===== src/rtl/l2_cache_arbiter.sv =====
// l2_cache_arbiter
// Shares one unified L2 port between the I-cache and D-cache miss interfaces.
// A requester is granted from IDLE with round-robin fairness. Its address and
// write data are latched, and the L2 request is held until l2_resp. The
// completion goes back to the granted requester only.
// Optional build macro: L2_ARB_PERF_CNT_EN adds saturating grant and
// conflict counters as extra outputs.
module l2_cache_arbiter #(
  parameter int ADDR_W = 16,
  parameter int DATA_W = 128
) (
  input  logic              clk,
  input  logic              rst_n,
  input  logic              i_read,
  input  logic [ADDR_W-1:0] i_address,
  output logic [DATA_W-1:0] i_rdata,
  output logic              i_resp,
  input  logic              d_read,
  input  logic              d_write,
  input  logic [ADDR_W-1:0] d_address,
  input  logic [DATA_W-1:0] d_wdata,
  output logic [DATA_W-1:0] d_rdata,
  output logic              d_resp,
  output logic              l2_read,
  output logic              l2_write,
  output logic [ADDR_W-1:0] l2_address,
  output logic [DATA_W-1:0] l2_wdata,
  input  logic [DATA_W-1:0] l2_rdata,
  input  logic              l2_resp
`ifdef L2_ARB_PERF_CNT_EN
  ,
  output logic [31:0]       i_grant_cnt,
  output logic [31:0]       d_grant_cnt,
  output logic [31:0]       conflict_cnt
`endif
);

  typedef enum logic [1:0] {
    IDLE,
    SERVE_I,
    SERVE_D
  } state_t;

  state_t state;
  logic   last_served_d;
  logic   i_req;
  logic   d_req;
  logic   grant_i;
  logic   grant_d;
  logic   conflict;

  // Decode requests and pick a winner; on a tie the one not served last wins
  always_comb begin
    i_req    = i_read;
    d_req    = d_read | d_write;
    grant_i  = 1'b0;
    grant_d  = 1'b0;
    conflict = 1'b0;
    case (state)
      IDLE: begin
        grant_i  = i_req & (~d_req | last_served_d);
        grant_d  = d_req & (~i_req | ~last_served_d);
        conflict = i_req & d_req;
      end
      SERVE_I: conflict = d_req;
      SERVE_D: conflict = i_req;
      default: conflict = 1'b0;
    endcase
  end

  // Arbitration FSM: latch the winner, hold the L2 request until l2_resp
  always_ff @(posedge clk) begin
    if (!rst_n) begin
      state         <= IDLE;
      last_served_d <= 1'b1;
      l2_read       <= 1'b0;
      l2_write      <= 1'b0;
      l2_address    <= '0;
      l2_wdata      <= '0;
    end else begin
      case (state)
        IDLE: begin
          if (grant_i) begin
            state         <= SERVE_I;
            last_served_d <= 1'b0;
            l2_read       <= 1'b1;
            l2_write      <= 1'b0;
            l2_address    <= i_address;
          end else if (grant_d) begin
            state         <= SERVE_D;
            last_served_d <= 1'b1;
            l2_read       <= ~d_write;
            l2_write      <= d_write;
            l2_address    <= d_address;
            l2_wdata      <= d_wdata;
          end
        end
        SERVE_I, SERVE_D: begin
          if (l2_resp) begin
            state    <= IDLE;
            l2_read  <= 1'b0;
            l2_write <= 1'b0;
          end
        end
        default: begin
          state    <= IDLE;
          l2_read  <= 1'b0;
          l2_write <= 1'b0;
        end
      endcase
    end
  end

  // Completion is routed only to the requester being served, never during reset
  always_comb begin
    i_resp  = rst_n & l2_resp & (state == SERVE_I);
    d_resp  = rst_n & l2_resp & (state == SERVE_D);
    i_rdata = l2_rdata;
    d_rdata = l2_rdata;
  end

`ifdef L2_ARB_PERF_CNT_EN
  // Saturating grant and conflict counters
  always_ff @(posedge clk) begin
    if (!rst_n) begin
      i_grant_cnt  <= '0;
      d_grant_cnt  <= '0;
      conflict_cnt <= '0;
    end else begin
      if (grant_i && i_grant_cnt != 32'hFFFF_FFFF) begin
        i_grant_cnt <= i_grant_cnt + 32'd1;
      end
      if (!grant_i && grant_d && d_grant_cnt != 32'hFFFF_FFFF) begin
        d_grant_cnt <= d_grant_cnt + 32'd1;
      end
      if (conflict && conflict_cnt != 32'hFFFF_FFFF) begin
        conflict_cnt <= conflict_cnt + 32'd1;
      end
    end
  end
`endif

endmodule

===== config.mk =====
export PLATFORM = sky130hd
export DESIGN_NAME = l2_cache_arbiter
export DESIGN_NICKNAME = d
export VERILOG_FILES = /design/src/rtl/l2_cache_arbiter.sv
export SDC_FILE = /design/constraint.sdc
export NUM_CORES = 1
export LEC_CHECK = 0
export CORE_AREA = 3 3 273 275
export DETAILED_ROUTE_END_ITERATION = 6
export DIE_AREA = 0 0 276 278
export PLACE_DENSITY = 0.42
export SLEW_MARGIN = 10
export SYNTH_ARGS = -nofsm -noshare
export SYNTH_HDL_FRONTEND = slang
export SYNTH_SLANG_ARGS = --single-unit

===== constraint.sdc =====
create_clock -name clk -period 3.4 [get_ports clk]
set_clock_uncertainty 0.15 [all_clocks]
set_input_delay 0.68 -clock clk [delete_from_list [all_inputs] [get_ports clk]]
set_output_delay 0.68 -clock clk [all_outputs]
set_load 0.005 [all_outputs]

==> impl_metrics.yaml, run 1 <==
routing:
  wl_um: 31700
  drt-initial-drc-count: 305
  drt-wirelength-per-cell_um: 16.2
  ant_nets: 0
  firstDrtPassIters: 4
  viasPerCell: 3.48
  vias: 6788
  drc_errors: 0
min_path:
  hold_path.class: "flop to flop"
cts:
  cts_tree: "done"
  cts_made_buffers: 17
  cts.sinks: 149
  htreeDepth: 4
  cts_max_path_buffers: 2
  clk_latency_ns: 0.46
  ctsResizeCount: 0
  hold_buffers: 0
  path_clk_slew_ns: 0.06
  post_cts_buffers: 0
  cts_root_buf: "clkbuf_16"
floorplan:
  die_area_um2: 76700
  core_um2: 72600
  rows: 99
  initial_core_util_pct: 10.9
  die_h_um: 278
  die_x_um: 276
  io_pins: 698
cells_and_area:
  final_nets: 1276
  design_area_um2: 10800
  final_common_cell: "clkdlybuf4s50_1"
  final_cell_mix: "313 x clkdlybuf4s50_1, 149 x dfxtp_1, 132 x a21oi_1, 129 x nand3_1, 129 x o21ai_0"
  post_route_cells_drive_above_1_share_pct: 5.95
  synthToLayoutAreaGrowth_pct: 37.2
yosys:
  avgSynthCellArea_um2: 8.17
  ys_types: 30
  synth_area_um2: 7900
  async_reset_ff_share_pct: 0
  syn_inst: 966
  syn_nets: 1263
  yosysWarningCount: 0
  yosysSeqAreaShare_pct: 37.8
  synth-seq-cells: 149
  yosys-top-cells-area: "dfxtp_1 38%, buf_4 25%, a21oi_1 8.4%"
  synth_edf_count: 0
  synth_top_area_share_pct: 37.8
  synth_ff_type: "dfxtp_1"
  yosys.area.top_type: "dfxtp_1"
timing:
  finalCritPeriodShare_pct: 80.5
  rsz0062_at_grt: "false"
  setup_tns_ns: 0
  holdWs_ns: 0.323
  worst_pin_slew_ns: 0.865
  relSlewSlack_pct: 41.5
  finalSetupViolations: 0
  min_period_ns: 2.74
  maxSlewViolCount: 0
  fmax_mhz: 365
  hold_violations: 0
place:
  dp_hpwl_um: 22700
  place_area_um2: 10200
  routabilityCongestion: 0.709
  placement.io_buffers: 313
setup_path:
  arrival_ns: 1.91
  end_kind: "output port"
  cpMostUsedCell: "clkdlybuf4s50_1"
  crit_buf_inv: 2
  setup.worst_path.start_class: "input pin"
  crit_required_ns: 2.57
  cpPeakStageDelay_ns: 0.55
  crit_fanout: 4
  path_class: "input pin to output port"
  path_cells: "clkdlybuf4s50_1 > and3_1 > clkdlybuf4s50_1"
  crit_family: "buffers and inverters"
  slowest_stage: "clkdlybuf4s50_1"
run_status:
  outcome: "completed"
grt:
  grt_overflow: 0
  grt_pass1_wl_um: 46300
  grt_start_max_net_pins: 83
  grt.total_usage_pct: 8.03
  grt_pass1_vias: 7044
  antenna_found_initial: 2
power_and_ir_drop:
  ir_drop_mv: 0.228
  clkPwrFrac_pct: 37.7
  internal_power_w: 0.00381
  pwr-share-seq_pct: 36.6
  p_switching_w: 0.00172
  power_frac_comb_pct: 25.7
  p_leak_nw: 3.56
  switching_share_pct: 31.0
  pwr_density_cell_nw_per_um2: 510
run:
  cap_violations: 0
## tightest hold or removal path: cells and delay by family, from the launching register on
kind | cells | cell delay (ns)
AOI/OAI and AO/OA | 2 | 0.12
DFF | 1 | 0.30
## state kept, by name, summed over array words and instances (netlist names)
| name | flops |
|---|---|
| l2_address | 16 |
| l2_read | 1 |
| l2_wdata | 128 |
| l2_write | 1 |
| last_served_d | 1 |
| state | 2 |
## layout make-up
type	count	area [um^2]
clock buffers	17	425
repair buffers	332	3360
well taps	959	1200
clock inverters	15	194
fillers	8268	61800
multi-input cells	475	2650
diodes	2	5.00
inverters	4	20.0
flip-flops and latches	149	2980
## layer usage
layer	global-route usage [%]	share of wire [%]	vias up
li1	-	-	3127
met1	8.05	36	3145
met2	12.9	47	382
met3	3.95	10	130
met4	5.99	6.4	4
met5	0.183	0.079	-
## Yosys cell counts, types with 2 or more instances
| library cell | instances |
|---|---|
| buf_2 | 25 |
| inv_2 | 2 |
| o21ai_0 | 129 |
| dfxtp_1 | 149 |
| clkbuf_2 | 3 |
| ha_1 | 3 |
| inv_1 | 2 |
| o311a_1 | 16 |
| clkbuf_1 | 49 |
| and3_1 | 18 |
| buf_4 | 261 |
| o21ai_1 | 3 |
| a21oi_1 | 132 |
| a21boi_0 | 15 |
| nand3_1 | 129 |
| or3_1 | 16 |
## power groups by stage
| stage | Combinational (W) | Clock [W] | Sequential [W] |
|---|---|---|---|
| after floorplan | 0.000842 | 0 | 0.00206 |
| after global placement | 0.00144 | 0 | 0.00206 |
| after detailed placement | 0.00145 | 0 | 0.00206 |
| after CTS | 0.00145 | 0.00222 | 0.00202 |
| after global routing | 0.00155 | 0.00228 | 0.00205 |
| final | 0.00142 | 0.00208 | 0.00202 |
## cell families after synthesis
group | after synthesis | synth area share (%)
buffers and inverters | 342 | 29.1
AO/OA/AOI/OAI | 301 | 21.1
AND/OR/NAND/NOR | 171 | 11.5
flip-flops | 149 | 37.8
adder cells (fa/ha/maj) | 3 | 0.475
## per-stage QoR
step,util (%),std cells,setup WS [ns],power (W)
2_1_floorplan,-,966,1.56,0.00291
6_report,14.9,1953,0.664,0.00553
3_5_place_dp,14.1,1919,0.579,0.00351
3_3_place_gp,14.1,1919,0.554,0.00350
4_1_cts,14.9,1951,0.660,0.00570
5_1_grt,14.9,1951,0.629,0.00588
## worst paths after layout
kind / endpoint / cells past startpoint / start / slack [ns]
hold / removal: l2_wdata[10] / 2 / l2_wdata[10] / 0.32
setup reg to reg: l2_address[0] / 5 / state[0] / 1.20
hold reg to reg: l2_wdata[10] / 2 / l2_wdata[10] / 0.32
setup / recovery: i_resp / 3 / l2_resp / 0.66
Power figures use the tool's default switching activity.
==> run 2: changes to the inputs <==
clock period = 2.67 ns   (was 3.4 ns; I/O delays follow)
==> impl_metrics.yaml, run 2 (synthesis gave the netlist of run 1 again) <==
routing:
  ant_nets: 0
  wl_um: 31700
  drt-initial-drc-count: 281
  vias: 6786
  drt-wirelength-per-cell_um: 16.1
  viasPerCell: 3.46
  drc_errors: 0
  firstDrtPassIters: 4
timing:
  finalCritPeriodShare_pct: 92.1
  min_period_ns: 2.46
  setup_tns_ns: 0
  maxSlewViolCount: 0
  hold_violations: 0
  finalSetupViolations: 0
  worst_pin_slew_ns: 0.731
  fin_ws_ns: 0.212
  rsz0062_at_grt: "false"
  relSlewSlack_pct: 51.2
  fmax_mhz: 407
cts:
  cts_max_path_buffers: 2
  htreeDepth: 4
  cts.sinks: 149
  cts_root_buf: "clkbuf_16"
  clk_latency_ns: 0.46
  post_cts_buffers: 0
  ctsResizeCount: 0
  cts_tree: "done"
  path_clk_slew_ns: 0.07
  cts_made_buffers: 17
  hold_buffers: 0
grt:
  grt_pass1_vias: 7015
  grt_overflow: 0
  grt_pass1_wl_um: 46000
  grt.total_usage_pct: 8.01
  antenna_found_initial: 1
  grt_start_max_net_pins: 86
floorplan:
  initial_core_util_pct: 10.9
  die_h_um: 278
  rows: 99
  die_x_um: 276
  core_um2: 72600
  io_pins: 698
  die_area_um2: 76700
setup_path:
  arrival_ns: 1.77
  crit_fanout: 3
  path_class: "flop to output port"
  crit_required_ns: 1.99
  end_kind: "output port"
  setup.worst_path.start_class: "flop"
run_status:
  outcome: "completed"
cells_and_area:
  final_common_cell: "clkdlybuf4s50_1"
  post_route_cells_drive_above_1_share_pct: 6.79
  regMostFlops: "l2_wdata"
  final_nets: 1286
  largest_reg_flops: 128
  synthToLayoutAreaGrowth_pct: 39.2
  final_cell_mix: "313 x clkdlybuf4s50_1, 149 x dfxtp_1, 132 x a21oi_1, 129 x nand3_1, 129 x o21ai_0"
  fillCellCount: 8260
  reg.largest.list: "l2_wdata (128), l2_address (16), state (2)"
place:
  place_ws_ns: 0.0276
  dp_hpwl_um: 22600
  placement.io_buffers: 313
  routabilityCongestion: 0.730
power_and_ir_drop:
  pwr_density_cell_nw_per_um2: 649
  p_leak_nw: 3.64
  ir_drop_mv: 0.350
min_path:
  hold_path.class: "flop to flop"
run:
  cap_violations: 0
==> run 2: routing by layer <==
metal / vias up / wire [um] / track usage [%]
met5: - / 13 / 0.183
met4: 2 / 2120 / 6.47
met3: 141 / 3100 / 3.70
met2: 381 / 14800 / 12.8
met1: 3110 / 11700 / 8.06
li1: 3152 / - / -
==> run 2: metrics by stage <==
stage | total power [W] | instance area, um^2 | hold WS, ns | utilization (%) | cells
after floorplan | 0.00370 | 7900 | 0.316 | - | 966
after global placement | 0.00453 | 10400 | 0.309 | 14.3 | 1929
after detailed placement | 0.00454 | 10400 | 0.314 | 14.3 | 1929
after CTS | 0.00735 | 11000 | 0.323 | 15.1 | 1961
after global routing | 0.00758 | 11000 | 0.343 | 15.1 | 1961
final | 0.00713 | 11000 | 0.323 | 15.1 | 1963
==> run 2: layout make-up <==
type                    instances  area [um^2]  share of cell area (%)
flip-flops and latches        149         2980                    27.1
diodes                          2         5.00                  0.0455
multi-input cells             475         2650                    24.1
clock inverters                14          196                    1.79
clock buffers                  18          429                    3.90
inverters                       4         20.0                   0.182
well taps                     959         1200                    10.9
repair buffers                342         3510                    32.0
==> run 2: report_power, final <==
part / leakage, nW / switching (W) / internal [W]
logic: 2.12 / 0.000926 / 0.000954
clock network: 0.298 / 0.00111 / 0.00157
registers: 1.22 / 0.000114 / 0.00246
total: 3.64 / 0.00215 / 0.00498
==> run 2: worst paths after layout <==
path | from | to | slack [ns] | cells after the start
worst max register to register | state[0] | l2_wdata[91] | 0.73 | 6
worst min-delay path | l2_wdata[44] | l2_wdata[44] | 0.32 | 2
worst min register to register | l2_wdata[44] | l2_wdata[44] | 0.32 | 2
worst max-delay path | state[0] | d_resp | 0.21 | 4
==> run 2: worst max-delay path, cell delays in order, from the launching register on <==
cell and delay [ns]:
dfxtp_1 0.33, inv_1 0.13, ha_1 0.21, and3_1 0.16
clkdlybuf4s50_1 0.49
==> patch (flow settings as in run 2) <==
Encoding of `state_t`: now one-hot (3 bits for 3 states).
--- a/src/rtl/l2_cache_arbiter.sv
+++ b/src/rtl/l2_cache_arbiter.sv
@@ -37,6 +37,6 @@
 
-  typedef enum logic [1:0] {
-    IDLE,
-    SERVE_I,
-    SERVE_D
+  typedef enum logic [2:0] {
+    IDLE    = 3'b001,
+    SERVE_I = 3'b010,
+    SERVE_D = 3'b100
   } state_t;
Formal check against the unedited RTL: no difference found for any inputs over 4 cycles, from zero or initial values and one cycle with rst_n low; so few cycles prove little.
==> patch against run 2 <==
Wire length shrank 17%; total power shrank 5.5%; area after synthesis shrank 7.4%; worst setup slack gained 200 ps; sequential cell count grew 1; cell count shrank 1.5%; final area shrank 6.9%; critical path type is now input port to output pin.
==> patch: results (changes against run 2) <==
[outcome]
status=complete, no violations  ; unchanged

[routing]
vias=5849  ; was 6786
wire_per_inst_um=13.6  ; was 16.1 µm
wl_met1_um=8950  ; was 11700 µm
drt_wl_total_um=26300  ; was 31700 µm
wl_met2_um=12300  ; was 14800 µm
wl_met3_um=3240  ; was 3100 µm
drt_iter0_markers=174  ; was 281

[clock_tree]
cts_resized=1  ; was 0

[global_routing]
grt_antenna_before_repair=1  ; unchanged
grt_max_degree=81  ; was 86
grt_pass1_wl_um=38100  ; was 46000 µm
track_usage_pct=6.74  ; was 8.01%
grt_pass1_vias=5969  ; was 7015
use_met2_pct=10.6  ; was 12.8%
use_met3_pct=3.90  ; was 3.70%
grt_use_met1_pct=6.22  ; was 8.06%

[setup_path]
r2r_cells=5  ; was 6
critPathTopFamily=buffers and inverters  ; unchanged
r2r_slack_ps=550  ; was 730 ps
rr_startpoint=state[0]  ; unchanged
rr_endpoint=l2_wdata[43]  ; was l2_wdata[91]
critPathMaxFanout=2  ; was 3
worstPathArrival_ps=1570  ; was 1770 ps

[synth]
synth_cell_types=23  ; was 30
syn_area_mm2=0.00731  ; was 0.00790 mm²
syn-num-nets=1214  ; was 1263
synth_common_cells=nand2_1, buf_4, dfxtp_1  ; was buf_4, dfxtp_1, a21oi_1
synthTopCellsByArea=dfxtp_1, buf_4, nand2_1  ; was dfxtp_1, buf_4, a21oi_1
syn_avg_cell_area_um2=7.94  ; was 8.17 µm²
yosysSeqAreaShare_pct=41.1  ; was 37.8%

[cells_and_area]
nets=1255  ; was 1286
multi_input_area_share_pct=20.3  ; was 24.1%
nonClkBufAreaFrac_pct=32.5  ; was 32.0%
num_antenna_cells=0  ; was 2
syn2layout_area_growth_pct=40.0  ; was 39.2%
inv_count=3  ; was 4
drive_gt1_share_pct=5.44  ; was 6.79%
n_fill_cell=8291  ; was 8260
sh_seq_area_pct=29.3  ; was 27.1%
num-multi-input-gates=462  ; was 475
final-clk-cell-share_pct=5.97  ; was 5.69%
buffers=327  ; was 342
reg_top3=l2_wdata x128, l2_address x16, state x3  ; was l2_wdata x128, l2_address x16, state x2
nClkBuffers=19  ; was 18

[sta]
timing.hold.ws_ps=303  ; was 323 ps
worstMarginPinSlew_ps=482  ; was 731 ps

[placement]
hpwl_um=19400  ; was 22600 µm
dp.cells=1901  ; was 1929
gp_congestion=0.685  ; was 0.730
dp_slack_ps=-50.4  ; was 27.6 ps
dpl_cell_area_mm2=0.00961  ; was 0.0104 mm²

[worst_hold_path]
hold_path.startpoint=l2_wdata[67]  ; was l2_wdata[44]
worstHoldEndpoint=l2_wdata[67]  ; was l2_wdata[44]

[power_and_ir_drop]
leakage_nw=3.40  ; was 3.64 nW
switchingPower_mw=1.94  ; was 2.15 mW

patch: power groups by stage:
stage | sequential [mW] | clock [mW] | combinational (mW)
floorplan | 2.66 | 0 | 0.932
global placement | 2.64 | 0 | 1.54
detailed placement | 2.65 | 0 | 1.55
CTS | 2.60 | 2.81 | 1.55
global route | 2.63 | 2.88 | 1.66
finish | 2.59 | 2.64 | 1.51
patch: how the worst max path moves through the flow:
stage | startpoint | end | slack [ps] | cells past startpoint
after detailed placement | rst_n | i_resp | -50 | 4
after global placement | rst_n | i_resp | 1 | 4
after global routing | l2_wdata[122] | l2_wdata[122] | 310 | 1
after floorplan | d_write | l2_address[10] | 860 | 6
after CTS | rst_n | i_resp | 2 | 4
final | rst_n | i_resp | 410 | 4
patch: cell families after synthesis:
family | synth area share (%)
buf+inv | 30.8
flops | 41.1
compound gates | 12.3
simple gates | 15.8
patch: tightest hold or removal path: stages (launching register included):
cell	delay, ps
dfxtp_1	310
nand2_1	50
a21oi_1	50
